===== src/rtl/bitmap_wr_arbiter.sv =====
// Write-port owner for the dual-port bitmap RAM: round-robin between the dot and painter requesters,
// plus an optional full-map clear engine built only when BITMAP_CLEAR_EN is defined.
module bitmap_wr_arbiter #(
    parameter int MAP_SIZE_X = 7,
    parameter int MAP_SIZE_Y = 7,
    parameter int DATA_WIDTH = 3
) (
    input  logic                         clk,
    input  logic                         rst,
    input  logic                         req0_valid,
    input  logic [MAP_SIZE_X-1:0]        req0_x,
    input  logic [MAP_SIZE_Y-1:0]        req0_y,
    input  logic [DATA_WIDTH-1:0]        req0_data,
    output logic                         req0_ready,
    input  logic                         req1_valid,
    input  logic [MAP_SIZE_X-1:0]        req1_x,
    input  logic [MAP_SIZE_Y-1:0]        req1_y,
    input  logic [DATA_WIDTH-1:0]        req1_data,
    output logic                         req1_ready,
    input  logic                         clr_start,
    input  logic [DATA_WIDTH-1:0]        clr_color,
    output logic                         clr_busy,
    output logic                         clr_done,
    output logic                         ram_we,
    output logic [MAP_SIZE_X+MAP_SIZE_Y-1:0] ram_addr,
    output logic [DATA_WIDTH-1:0]        ram_din
);
    localparam int AW = MAP_SIZE_X + MAP_SIZE_Y;
    localparam logic [AW-1:0] LAST_ADDR = {AW{1'b1}};

    logic                  r_last_grant;
    logic                  r_we;
    logic [AW-1:0]         r_addr;
    logic [DATA_WIDTH-1:0] r_din;
    logic                  w_idle;
    logic                  w_clr_we;
    logic [AW-1:0]         w_clr_addr;
    logic [DATA_WIDTH-1:0] w_clr_data;
    logic                  w_grant0;
    logic                  w_grant1;

`ifdef BITMAP_CLEAR_EN
    typedef enum logic {S_IDLE, S_CLEAR} state_t;

    state_t                r_state;
    state_t                w_state_next;
    logic [AW-1:0]         r_cnt;
    logic [DATA_WIDTH-1:0] r_color;
    logic                  r_busy;
    logic                  r_done;
    logic                  w_start;

    always_comb begin
        w_state_next = r_state;
        w_start      = 1'b0;
        case (r_state)
            S_IDLE: begin
                if (clr_start && !r_busy) begin
                    w_start      = 1'b1;
                    w_state_next = S_CLEAR;
                end
            end
            S_CLEAR: begin
                if (r_cnt == LAST_ADDR)
                    w_state_next = S_IDLE;
            end
            default: w_state_next = S_IDLE;
        endcase
    end

    always_ff @(posedge clk) begin
        if (rst)
            r_state <= S_IDLE;
        else
            r_state <= w_state_next;
    end

    // busy/done are registered with the sweep write so they line up with ram_addr
    always_ff @(posedge clk) begin
        if (rst) begin
            r_cnt   <= '0;
            r_color <= '0;
            r_busy  <= 1'b0;
            r_done  <= 1'b0;
        end else begin
            r_busy <= (r_state == S_CLEAR);
            r_done <= (r_state == S_CLEAR) && (r_cnt == LAST_ADDR);
            if (w_start) begin
                r_cnt   <= '0;
                r_color <= clr_color;
            end else if (r_state == S_CLEAR && r_cnt != LAST_ADDR) begin
                r_cnt <= r_cnt + 1'b1;
            end
        end
    end

    assign w_idle     = (r_state == S_IDLE) && !w_start;
    assign w_clr_we   = (r_state == S_CLEAR);
    assign w_clr_addr = r_cnt;
    assign w_clr_data = r_color;
    assign clr_busy   = r_busy;
    assign clr_done   = r_done;
`else
    logic w_unused;

    assign w_unused   = clr_start ^ (^clr_color);
    assign w_idle     = 1'b1;
    assign w_clr_we   = 1'b0;
    assign w_clr_addr = '0;
    assign w_clr_data = '0;
    assign clr_busy   = 1'b0;
    assign clr_done   = 1'b0;
`endif

    // on a tie the requester that did not win last time gets the port
    assign w_grant0 = w_idle && req0_valid && (!req1_valid || r_last_grant);
    assign w_grant1 = w_idle && req1_valid && (!req0_valid || !r_last_grant);

    assign req0_ready = w_grant0;
    assign req1_ready = w_grant1;

    always_ff @(posedge clk) begin
        if (rst) begin
            r_we         <= 1'b0;
            r_addr       <= '0;
            r_din        <= '0;
            r_last_grant <= 1'b1;
        end else if (w_clr_we) begin
            r_we   <= 1'b1;
            r_addr <= w_clr_addr;
            r_din  <= w_clr_data;
        end else if (w_grant0) begin
            r_we         <= 1'b1;
            r_addr       <= {req0_y, req0_x};
            r_din        <= req0_data;
            r_last_grant <= 1'b0;
        end else if (w_grant1) begin
            r_we         <= 1'b1;
            r_addr       <= {req1_y, req1_x};
            r_din        <= req1_data;
            r_last_grant <= 1'b1;
        end else begin
            r_we <= 1'b0;
        end
    end

    assign ram_we   = r_we;
    assign ram_addr = r_addr;
    assign ram_din  = r_din;

endmodule


===== config.mk =====
export PLATFORM = sky130hd
export DESIGN_NAME = bitmap_wr_arbiter
export DESIGN_NICKNAME = d
export VERILOG_FILES = /design/src/rtl/bitmap_wr_arbiter.sv
export SDC_FILE = /design/constraint.sdc
export NUM_CORES = 1
export LEC_CHECK = 0
export BUFFER_PORTS_ARGS = -buffer_cell sky130_fd_sc_hd__buf_2
export CORE_ASPECT_RATIO = 0.75
export CORE_MARGIN = 3
export CORE_UTILIZATION = 43
export CTS_CLUSTER_SIZE = 14
export DETAILED_ROUTE_END_ITERATION = 7
export GPL_TIMING_DRIVEN = 0
export PLACE_DENSITY = 0.76
export SLEW_MARGIN = 15
export SYNTH_ARGS = -nofsm -noshare
export SYNTH_HDL_FRONTEND = slang
export SYNTH_SLANG_ARGS = --single-unit

===== constraint.sdc =====
create_clock -name clk -period 1.1 [get_ports clk]
set_input_delay 0.11 -clock clk [delete_from_list [all_inputs] [get_ports clk]]
set_output_delay 0.11 -clock clk [all_outputs]
set_load 0.02 [all_outputs]

==> After elaboration in Yosys (flattened, before gate mapping) <==
Cells that the tools add are included.
{ "op_classes": {"addsub": 0, "multipliers": 0, "div_mod_pow": 0, "n_lt_le_gt_ge": 0, "eq_ne": 0, "shifts": 0, "muxes": 8, "bitwise": 0, "n_reduce_logical": 8} }
{ "ops": {"columns": ["op", "n"], "rows": [
  ["$mux W14", 2],
  ["$mux W3", 2],
  ["$mux W1", 4],
  ["$logic_not A1 Y1", 3],
  ["$logic_and A1 B1 Y1", 2],
  ["$logic_or A1 B1 Y1", 2],
  ["$reduce_bool A2 Y1", 1]
]} }
{ "word_totals": {"register_bits": 19, "latch_bits": 0, "ram_bits": 0, "mem_bits_ro": 0, "inputBits": 42, "out_inout_bits": 22, "wordCells": 20, "memories": 0} }

==> Logic depth before layout (Yosys ltp) <==
{ "logic_depth": {"depth_word": 5, "mapped_depth": 5, "depth_no_buf": 3} }

==> Least setup slack after synthesis <==
No wires, ideal clock.
{ "synth_timing": {"kind": "reg2reg", "start": "reg r_last_grant", "end": "reg r_din[0], in the netlist ram_din[0]", "setup_ns": 0.119, "arrival_ns": 0.890, "setup_slack_ns": 0.092, "stages_incl_launch_ff": 6, "path_buffers": 2, "synth_period_minus_slack_ns": 1.008, "cell_sequence": "dfxtp_1 -> buf_6 -> nand2_4 -> nand2_4 -> buf_6 -> o221a_1"} }
{ "synth_via": {"elab_chain_cells": 4, "word_cells_on_any_way": 7, "cone_classes": "1 x mux; 6 x reduce/logical"} }
{ "synth_lines": {"columns": ["element", "line", "source"], "rows": [
  ["start, declared", "31", "logic r_last_grant;"],
  ["start signal, assigned", "127", "r_last_grant <= 1'b1;"],
  ["start signal, assigned", "136", "r_last_grant <= 1'b0;"],
  ["start signal, assigned", "141", "r_last_grant <= 1'b1;"],
  ["$logic_not A1 Y1", "117", "assign w_grant1 = w_idle && req1_valid && (!req0_valid || !r_last_grant);"],
  ["$logic_or A1 B1 Y1", "117", null],
  ["$logic_and A1 B1 Y1", "117", null],
  ["$reduce_bool A2 Y1 (no source line)", null, null],
  ["end signal, assigned", "131", "r_din <= w_clr_data;"],
  ["end signal, assigned", "135", "r_din <= req0_data;"],
  ["end signal, assigned", "140", "r_din <= req1_data;"],
  ["end, declared", "34", "logic [DATA_WIDTH-1:0] r_din;"]
]} }
Parallel ways exist; a longest one is shown, timed or not.
A chain may end at the register's enable or synchronous reset.

==> Final worst setup path <==
{ "layout_timing": {"start": "reg r_last_grant", "end": "out req0_ready"} }
{ "layout_via": {"elab_chain_cells": 2} }
{ "layout_lines": {"columns": ["element", "line", "source"], "rows": [
  ["$logic_or A1 B1 Y1", "116", "assign w_grant0 = w_idle && req0_valid && (!req1_valid || r_last_grant);"],
  ["$logic_and A1 B1 Y1", "116", null],
  ["end, declared", "14", "output logic req0_ready,"]
]} }
No other way between the ends.

==> results.yml <==
status:
  outcome: "finished with violations"
  violations: "negative setup slack"
critical_path:
  cp-end-kind: "primary output"
  worstSetupStartpointType: "register"
  cp.required_ns: 0.99
  slowest_stage: "dfxtp_2"
  timing_worst_setup_path_type: "reg2out"
  max_stage_delay_ns: 0.37
  crit_chain: "nand2b_4 -> and2_4 -> buf_6"
  crit_arrival_ns: 1.10
  worst-path-max-fanout: 3
clock_tree:
  htreeDepth: 1
  cts_buffer_depth: 2
  insertion_delay_ns: 0.31
  cts_sinks: 19
  numCtsBuffers: 3
  clk_pin_slew_ns: 0.12
  cts_tree: "done"
  cts-root-buf: "clkbuf_4"
  hold_buffers: 0
place:
  portBuffers: 55
  dp_hpwl_mm: 2.33
  pre_cts_ws_ns: 0.000144
  place.gp.congestion: 0.810
synthesis:
  async_flop_share_pct: 0
  ys.flop_type: "dfxtp_1"
  yosysTopAreaCellShare_pct: 34.4
  synth_top_cell_by_area: "dfxtp_1"
  synth_area_um2: 1100
  syn_area_per_cell_um2: 8.63
  synthTopCellsByArea: "dfxtp_1 (34%), o221a_1 (9.2%), a31oi_1 (9.1%)"
  syn_inst: 128
  ys_types: 22
  synth_edf_count: 0
  synth.ff_latch_count: 19
  seq_area_frac_synth_pct: 34.4
  yosysWarnings: 0
timing:
  finalSetupViolations: 2
  fin_crit_sh_pct: 110
  fmax_mhz: 826
  hold_viol: 0
  rsz0062_at_grt: "yes"
  fin_setup_tns_ns: -0.213
  slew_viol_final: 0
  finClkSkew_ns: 0.00159
  postLayoutSetupSlackWorst_ns: -0.110
  finalCriticalPeriod_ns: 1.21
floorplan:
  rows: 15
  die_x_um: 64.5
  coreArea_um2: 2360
  pin_count: 64
  die_h_um: 49.9
  start_util_pct: 46.7
  die_area_um2: 3220
power_and_ir_drop:
  total_power_uw: 1720
  intPower_uw: 1130
  pwr-share-clk_pct: 22.2
  pwr-share-comb_pct: 32.4
  power_density_nw_per_um2: 1140
  p_sw_uw: 581
  seqPwrFrac_pct: 45.4
  switching_share_pct: 33.9
  ir_drop_v: 0.000654
  power.leakage_uw: 0.000779
layout:
  utilization_pct: 63.8
  antennaDiodeCount: 0
  layout-drive-gt1-share_pct: 48.7
  area_growth_pct: 36.5
  final_common_cell: "buf_2"
  layout.nets: 234
  final_cell_mix: "buf_2 (57), dfxtp_1 (18), nor2_1 (17)"
global_routing:
  grt_max_degree: 18
  antenna_found_initial: 0
  grt_pass1_vias: 1092
  grt_overflow: 0
  grt_pass1_wl_mm: 4.95
  track_usage_pct: 19.7
hold_path:
  hold_path_class: "in2reg"
drt:
  drt-total-wl_mm: 3.32
  drtAntennaViolNets: 0
  vias: 1209
  routedWlPerCell_um: 14.7
  drc: 0
  drtIter0Drc: 77
  firstDrtPassIters: 4
  vias_per_cell: 5.37
run:
  max_cap_violations: 0
-- repair_timing --
item | CTS | global route
resized for setup | 10 | 1
pin swaps | 1 | 1
buffers inserted | 3 | 1
setup endpoints to repair | 9 | 19
cloned | 1 | 0
-- cells by family (layout without fill, tap and decap cells) --
group	count (synthesis)	count (layout)	share of synthesized area, %
and+or+nand+nor	26	26	13.6
other	1	2	0.339
buffers and inverters	32	94	17.4
AOI/OAI and AO/OA	50	50	34.2
DFF	19	19	34.4
-- through the flow --
step | instance area [um2] | hold slack [ns] | instances
after floorplan | 1110 | 0.298 | 129
after global routing | 1510 | 0.0508 | 225
after CTS | 1510 | 0.0682 | 225
after detailed placement | 1430 | 0.387 | 218
after global placement | 1430 | 0.387 | 218
final | 1510 | 0.0652 | 225
-- path summary, 6_finish.rpt --
check                             startpoint      endpoint  slack, ns  cells past startpoint
worst max-delay path            r_last_grant    req0_ready      -0.11                      3
worst min-delay path               req1_y[2]   ram_addr[9]       0.07                      2
worst max register to register  r_last_grant    ram_din[0]       0.02                      5
worst min register to register  r_last_grant  r_last_grant       0.61                      3
-- synthesized netlist by cell type (all sizes together) (2+ instances only) --
library cell / count
nand2b: 2
nand2: 2
inv: 17
dfxtp: 19
o221a: 16
a21oi: 16
nor2: 18
buf: 14
a31oi: 16
-- layer usage --
| metal | vias up | global-route usage [%] | share of wire [%] |
|---|---|---|---|
| met5 | - | 0 | 0 |
| met4 | 0 | 3.86 | 1.1 |
| met3 | 8 | 7.06 | 8.0 |
| met2 | 54 | 32.9 | 47 |
| met1 | 563 | 24.4 | 43 |
| li1 | 584 | - | - |
-- layout make-up --
class / instances / area (um2)
fill: 222 / 857
tap: 34 / 42.5
multi-input combinational: 78 / 547
timing repair buffer: 60 / 333
sequential: 19 / 382
buffer: 13 / 113
clock buffer: 3 / 22.5
clock inverter: 1 / 5.00
inverter: 17 / 63.8
-- sequential cells by signal (all words and copies together), names as in the netlist --
register,count
ram_we,1
r_last_grant,1
ram_din,3
ram_addr,14
-- power groups by stage --
stage | registers, uW | logic (uW) | clock network, uW
floorplan | 859 | 274 | 0
global placement | 787 | 507 | 0
detailed placement | 792 | 520 | 0
finish | 780 | 556 | 380
global route | 787 | 592 | 419
CTS | 777 | 555 | 376
-- critical path: cells and delay by family (launching register included) --
family | cells | cell delay, ns
buf+inv | 1 | 0.12
flops | 1 | 0.37
simple gates | 2 | 0.31
No activity file was read; power rests on OpenSTA's default activity.
